===== src/rtl/add16_arbiter.sv =====
// Round-robin scheduler sharing one external WIDTH-bit adder among NREQ clients.
// One operation in flight at a time; results return with the owner's ID over valid/ready.
module add16_arbiter #(
    parameter int unsigned NREQ  = 4,
    parameter int unsigned WIDTH = 16
) (
    input  logic                      clk,
    input  logic                      rst,
    input  logic [NREQ-1:0]           req,
    input  logic [NREQ*WIDTH-1:0]     a_in,
    input  logic [NREQ*WIDTH-1:0]     b_in,
    input  logic [NREQ-1:0]           cin_in,
    output logic [NREQ-1:0]           gnt,
    output logic [WIDTH-1:0]          add_a,
    output logic [WIDTH-1:0]          add_b,
    output logic                      add_cin,
    input  logic [WIDTH-1:0]          add_sum,
    input  logic                      add_cout,
    output logic                      res_valid,
    output logic [$clog2(NREQ)-1:0]   res_id,
    output logic [WIDTH-1:0]          res_sum,
    output logic                      res_cout,
    input  logic                      res_ready
);

    localparam int unsigned IDW = $clog2(NREQ);

    typedef enum logic [1:0] {
        S_IDLE  = 2'd0,
        S_ISSUE = 2'd1,
        S_HOLD  = 2'd2
    } state_t;

    state_t             r_state;
    state_t             w_state_nxt;

    logic [IDW-1:0]     r_ptr;
    logic [IDW-1:0]     r_win;
    logic [WIDTH-1:0]   r_add_a;
    logic [WIDTH-1:0]   r_add_b;
    logic               r_add_cin;
    logic               r_res_valid;
    logic [IDW-1:0]     r_res_id;
    logic [WIDTH-1:0]   r_res_sum;
    logic               r_res_cout;

    logic               w_any;
    logic [IDW-1:0]     w_winner;
    logic [IDW-1:0]     w_scan;
    logic [IDW-1:0]     w_ptr_nxt;
    logic [NREQ-1:0]    w_onehot;
    logic               w_load;
    logic               w_capture;
    logic               w_release;

    logic [WIDTH-1:0]   w_a_arr [NREQ];
    logic [WIDTH-1:0]   w_b_arr [NREQ];

    // Unpack the flat per-client operand buses into arrays indexable by winner.
    for (genvar gi = 0; gi < NREQ; gi++) begin : g_unpack
        assign w_a_arr[gi] = a_in[gi*WIDTH +: WIDTH];
        assign w_b_arr[gi] = b_in[gi*WIDTH +: WIDTH];
    end

    // Client index k positions after base, modulo NREQ (base and k are both < NREQ).
    function automatic logic [IDW-1:0] rr_idx(input logic [IDW-1:0] base, input int unsigned k);
        int unsigned s;
        s = 32'(base) + k;
        if (s >= NREQ) begin
            s = s - NREQ;
        end
        return IDW'(s);
    endfunction

    // First requester at or after the priority pointer.
    always_comb begin
        w_any    = 1'b0;
        w_winner = '0;
        w_scan   = '0;
        for (int unsigned k = 0; k < NREQ; k++) begin
            w_scan = rr_idx(r_ptr, k);
            if (!w_any && req[w_scan]) begin
                w_any    = 1'b1;
                w_winner = w_scan;
            end
        end
    end

    assign w_onehot  = NREQ'(1) << w_winner;
    assign w_ptr_nxt = (w_winner == IDW'(NREQ - 1)) ? '0 : w_winner + IDW'(1);

    always_ff @(posedge clk) begin
        if (rst) begin
            r_state <= S_IDLE;
        end else begin
            r_state <= w_state_nxt;
        end
    end

    // A new grant is taken from IDLE, or from HOLD in the same cycle the result is accepted.
    always_comb begin
        w_state_nxt = r_state;
        w_load      = 1'b0;
        w_capture   = 1'b0;
        w_release   = 1'b0;
        case (r_state)
            S_IDLE: begin
                if (w_any) begin
                    w_load      = 1'b1;
                    w_state_nxt = S_ISSUE;
                end
            end
            S_ISSUE: begin
                w_capture   = 1'b1;
                w_state_nxt = S_HOLD;
            end
            S_HOLD: begin
                if (r_res_valid && res_ready) begin
                    w_release = 1'b1;
                    if (w_any) begin
                        w_load      = 1'b1;
                        w_state_nxt = S_ISSUE;
                    end else begin
                        w_state_nxt = S_IDLE;
                    end
                end
            end
            default: begin
                w_state_nxt = S_IDLE;
            end
        endcase
        if (rst) begin
            w_load = 1'b0;
        end
    end

    assign gnt = w_load ? w_onehot : '0;

    always_ff @(posedge clk) begin
        if (rst) begin
            r_ptr       <= '0;
            r_win       <= '0;
            r_add_a     <= '0;
            r_add_b     <= '0;
            r_add_cin   <= 1'b0;
            r_res_valid <= 1'b0;
            r_res_id    <= '0;
            r_res_sum   <= '0;
            r_res_cout  <= 1'b0;
        end else begin
            if (w_load) begin
                r_add_a   <= w_a_arr[w_winner];
                r_add_b   <= w_b_arr[w_winner];
                r_add_cin <= cin_in[w_winner];
                r_win     <= w_winner;
                r_ptr     <= w_ptr_nxt;
            end
            // Adder output has settled by the end of ISSUE.
            if (w_capture) begin
                r_res_sum   <= add_sum;
                r_res_cout  <= add_cout;
                r_res_id    <= r_win;
                r_res_valid <= 1'b1;
            end else if (w_release) begin
                r_res_valid <= 1'b0;
            end
        end
    end

    assign add_a     = r_add_a;
    assign add_b     = r_add_b;
    assign add_cin   = r_add_cin;
    assign res_valid = r_res_valid;
    assign res_id    = r_res_id;
    assign res_sum   = r_res_sum;
    assign res_cout  = r_res_cout;

endmodule


===== config.mk =====
export PLATFORM = sky130hd
export DESIGN_NAME = add16_arbiter
export DESIGN_NICKNAME = d
export VERILOG_FILES = /design/src/rtl/add16_arbiter.sv
export SDC_FILE = /design/constraint.sdc
export NUM_CORES = 1
export LEC_CHECK = 0
export CAP_MARGIN = 20
export CORE_AREA = 2 2 82 84
export CTS_BUF_LIST = sky130_fd_sc_hd__clkbuf_16
export DETAILED_ROUTE_END_ITERATION = 16
export DIE_AREA = 0 0 84 86
export DONT_BUFFER_PORTS = 1
export PLACE_DENSITY_LB_ADDON = 0.15
export SLEW_MARGIN = 5
export SYNTH_ARGS = -nofsm -noshare
export SYNTH_HDL_FRONTEND = slang
export SYNTH_SLANG_ARGS = --single-unit

===== constraint.sdc =====
create_clock -name clk -period 5.24 [get_ports clk]
set_input_delay 1.048 -clock clk [delete_from_list [all_inputs] [get_ports clk]]
set_output_delay 1.048 -clock clk [all_outputs]
set_load 0.05 [all_outputs]

* Yosys cells after proc, flatten, opt, wreduce, memory -nomap -nowiden
Index checks and enable logic that the tools add are counted.
Storage, ports and cells: flip-flop bits (word level) 59, word-level logic and storage cells 88, input port bits 156
Operators by class: reduce and logical (&&, ||, !) cells 10, shift-type cells 1, multiplexer cells 43, bitwise operators 1, equal/unequal tests 5, magnitude comparators 10, add/sub/neg operators 8
Operators by type and width (number):
- 16-bit binary-select mux with 2-bit select | 2
- 16-bit two-way mux | 4
- 2-bit two-way mux | 11
- 1-bit two-way mux | 18
- 2-bit by 3-bit less-than comparator with 1-bit output, second input constant | 5
- 3-bit >= comparator, second input constant | 4
- 1-bit binary-select mux with 2-bit select | 5
- 2-bit by 1-bit subtractor with 2-bit output, second input constant | 4
- 2-bit by 2-bit adder with 3-bit output, second input constant | 2
- 2-bit case mux with 3 select lines | 1
- 2-bit equality test, second input constant | 2
- 1-bit logical AND | 4
- 4-bit two-way mux | 1
- 2-bit inequality test, second input constant | 2
- 1-bit by 2-bit left shift with 4-bit output, first input constant | 1
- 2-bit by 1-bit adder with 3-bit output, second input constant | 1
- 2-bit by 3-bit >= comparator with 1-bit output, second input constant | 1
- 1-bit zero test | 3
- 2-bit inverter with 3-bit output | 1
- 2-bit by 1-bit adder with 2-bit output, second input constant | 1
- 2-bit by 1-bit equality test with 1-bit output, second input constant | 1
- 2-bit zero test | 1
- 1-bit case mux with 2 select lines | 1
- 2-bit AND reduction | 1
- 2-bit nonzero test | 1

* Longest topological paths before layout
depth in word-level cells 19, gate-level depth with buffers 9

* Least setup slack after synthesis
OpenSTA, ideal clock, no wires.
kind input-to-output, from input port req[0], to output port gnt[0], buffers on the path 3, required time 4.192 ns, arrival 2.371 ns, stages on the path 9, path slack 1.821 ns, cells stage by stage a21oi_2 o21ai_2 o2bb2a_4 buf_6 buf_6 buf_6 inv_1 ha_1 and2_1
RTL lines:
- start, declared | line 9 | input logic [NREQ-1:0] req,
- 1-bit binary-select mux with 2-bit select | line 82 | if (!w_any && req[w_scan]) begin
- 1-bit two-way mux (not written as such) | line 82
- 1-bit two-way mux | line 82
- 1-bit zero test | line 82
- 1-bit logical AND | line 82
- 1-bit two-way mux | line 82
- 1-bit zero test | line 82
- 1-bit logical AND | line 82
- 1-bit two-way mux | line 82
- 1-bit zero test | line 82
- 1-bit logical AND | line 82
- 2-bit two-way mux (*) | line 82
- named net w_winner[1] | line 48 | logic [IDW-1:0] w_winner;
- 1-bit by 2-bit left shift with 4-bit output (*) | line 89 | assign w_onehot = NREQ'(1) << w_winner;
- 4-bit two-way mux (*) | line 137 | assign gnt = w_load ? w_onehot : '0;
- end, declared | line 13 | output logic [NREQ-1:0] gnt,
The timed path passes the listed nets; every way through them passes the cells marked *. The select of a mux whose other input is x is not followed.

* Worst setup path in the final report
from input port req[0], to output port gnt[3]
On the way: cells in the longest elaborated chain, start to end 17
Ends and longest elaborated chain:
- 1-bit binary-select mux with 2-bit select | line 82
- 1-bit two-way mux (not written as such) | line 82
- 1-bit two-way mux | line 82
- 1-bit zero test | line 82
- 1-bit logical AND | line 82
- 1-bit two-way mux | line 82
- 1-bit zero test | line 82
- 1-bit logical AND | line 82
- 1-bit two-way mux | line 82
- 1-bit zero test | line 82
- 1-bit logical AND | line 82
- 1-bit two-way mux | line 82
- 1-bit two-way mux | line 108, 120
- 1-bit two-way mux | line 118 | if (r_res_valid && res_ready) begin
- 1-bit case mux with 2 select lines | line 106 | case (r_state)
- 1-bit two-way mux | line 132 | if (rst) begin
- 4-bit two-way mux (*) | line 137
Every way passes the cells marked *; elsewhere a longest branch is shown, timed or not. The select of a mux whose other input is x is not followed.

==> run_results.csv <==
group,metric,value,unit
pwr,pwr-share-comb,0.155,
synthesis,synth_edf_count,0,
placement,io_buffers,0,
layout,drive_above_1_share,0.129,
die,initial_core_util,0.489,
pwr,seqPwrFrac,0.476,
layout,final_area,3340,µm²
drt,wire_per_inst,18.7,µm
placement,hpwl,5.42,mm
run_status,outcome,"finished clean",
synthesis,netlist_top_cells_area,"dfxtp_1 (39%), mux2i_1 (23%), nand2_1 (8.8%), o221ai_2 (6.4%), o221ai_1 (5.7%)",
sta,setup_viol,0,
sta,relSlewSlack,0.473,
die,fp.dieH,86,µm
global_routing,grt_first_pass_wirelength,10.8,mm
setup_path,cp_max_fo,33,
layout,instances_no_fill,388,
synthesis,dominantRegCellSynth,"dfxtp_1",
setup_path,setup.worst_path.class,"input pin to primary output",
global_routing,antenna_found_initial,0,
synthesis,yosysTopAreaCell,"dfxtp_1",
setup_path,path_buf_inv,0,
pwr,internal_power,1.05,mW
sta,fin_setup_tns,0,ps
drt,detail-route-antenna-nets,0,
placement,dp.cells,372,
synthesis,synth_cell_types,31,
clock_network,postCtsSetupBuffers,0,
synthesis,synth_fp_nets,477,
die,die_area,7220,µm²
drt,avgViaCountPerCell,5.88,
setup_path,r2r_cells,4,
synthesis,syn_inst,317,
sta,maxSlewViolCount,0,
layout,n_antenna_cell,0,
setup_path,rrSetupSlack,2530,ps
clock_network,cts_tree,"yes",
placement,place_area,3030,µm²
global_routing,grt_max_degree,39,
sta,worst_slew_pin_slew,785,ps
drt,drt_first_pass_iters,4,
sta,finalHoldViolCount,0,
synthesis,synth.top_cell.area_share,0.385,
synthesis,ys_ff_latch,59,
synthesis,ys_warn_count,0,
setup_path,worstPathArrival,2480,ps
setup_path,path_delay_family,"compound AO/OA/AOI/OAI gates",
sta,holdWs,451,ps
sta,post-route-period-util,0.673,
pwr,totalPowerFinal,1.68,mW
sta,fmax,284,MHz
placement,gp_congestion,0.736,
die,ios,213,
setup_path,cpMaxStageDelayCell,"o2bb2a_4",
synthesis,synth.yosys.seq_area_share,0.385,
die,rows,29,
sta,fin_ws,1720,ps
setup_path,critPathLaunchType,"input pin",
sta,worst_clock_skew,6.00,ps
clock_network,cts-root-buf,"clkbuf_16",
setup_path,path_depth,5,
synthesis,async_flop_share,0,
clock_network,numCtsBuffers,9,
clock_network,cts_num_sinks,59,
setup_path,max_stage_delay,560,ps
clock_network,ctsResizeCount,0,
die,dieWidth,84,µm
clock_network,clockBufferDepth,2,
synthesis,netlist_area,3070,µm²
hold_path,hold_path_class,"flip-flop to flip-flop",
drt,drc,0,
layout,final_nets,466,
drt,first_iter_violations,51,
sta,rsz0062_at_grt,"false",
hold_path,whs_path_depth,2,
layout,area_delta_synth_final,9.02,%
sta,period_minus_slack,3520,ps
drt,vias,2282,
clock_network,hold_buffers,0,
setup_path,endpoint_kind,"primary output",
clock_network,clock_latency,320,ps
die,core-area,6280,µm²
pwr,ir_drop,0.312,mV
run,drv_cap,0,
pwr,pwr-share-clk,0.370,
placement,pre_cts_ws,1690,ps
pwr,power_density,501,nW/µm²
synthesis,avgSynthCellArea,9.67,µm²
layout,final_util,0.533,
pwr,p_switching,629,µW
setup_path,required,4190,ps
drt,totalWireLength,7.24,mm
pwr,leakage,1.23,nW
setup_path,critical_path.cell_chain,"a21oi_2 > o21ai_2 > o2bb2a_4 > ha_1 > and2_1",
global_routing,grt-ovfl-total,0,
global_routing,grt_pass1_vias,2196,
pwr,switching_share,0.375,
clock_network,path_clk_slew,50,ps
clock_network,htree_levels,3,
global_routing,grtUsageTotal,0.191,
[logic make-up after synthesis]
kind of cell             share of synthesized area
AND/OR/NAND/NOR                              0.137
multiplexers                                 0.225
AO/OA/AOI/OAI                                0.177
flip-flops                                   0.385
buffers and inverters                       0.0587
adder cells (fa/ha/maj)                     0.0163
[tightest hold or removal path: stages, from the launching register on]
cell and delay, ps:
dfxtp_1 310, nand2_1 50, a21oi_1 50
[power by group through the flow]
stage	Clock [mW]	Sequential, mW	Combinational (mW)
after global routing	0.655	0.805	0.287
after global placement	0	0.807	0.259
final	0.619	0.797	0.259
after detailed placement	0	0.806	0.265
after CTS	0.634	0.798	0.264
after floorplan	0	0.785	0.246
[registers in the layout (all words and copies together), names as in the netlist]
signal and count:
add_a 16, add_b 16, add_cin 1, r_ptr 2, r_state 2, r_win 2
res_cout 1, res_id 2, res_sum 16, res_valid 1
[layout by cell type, fill, tap and decap left out, drive strengths merged, types with 3 or more instances in the layout]
| cell | instances |
|---|---|
| ha | 4 |
| nor2 | 5 |
| dfxtp | 59 |
| and2 | 4 |
| inv | 3 |
| buf | 3 |
| mux2i | 69 |
| clkbuf | 9 |
| o221ai | 33 |
| clkinv | 4 |
| nand2 | 74 |
| a21oi | 25 |
| nand2b | 4 |
[routing by layer]
layer,part of all wire,routed length [µm],global-route usage
met1,0.36,2580,0.203
met2,0.52,3780,0.328
met3,0.10,736,0.0780
met4,0.020,146,0.0938
met5,0,0,0
[final timing paths]
| path | end | start |
|---|---|---|
| max | gnt[3] | req[0] |
| min | res_id[1] | r_win[1] |
| max reg2reg | add_b[6] | res_valid |
| min reg2reg | res_id[1] | r_win[1] |
[final cells by class]
cell class                 instances  area, µm²
timing repair buffer               3       22.5
fill                             570       2930
clock inverter                     7       92.6
tap                               77       96.3
clock buffer                       9        225
sequential                        59       1180
inverter                           4       20.0
multi-input combinational        229       1710
[synth_stat cells, drive strengths merged (2+ instances only)]
cell and n:
dfxtp 59, nand2 74, ha 4, nor2 5, o221ai 33, mux2i 69
nor4 2, inv 3, a21oi 25, clkbuf 4, nand2b 4, and2 4
nor2b 2, buf 21
Note: power is estimated with default switching activity, not from simulation.
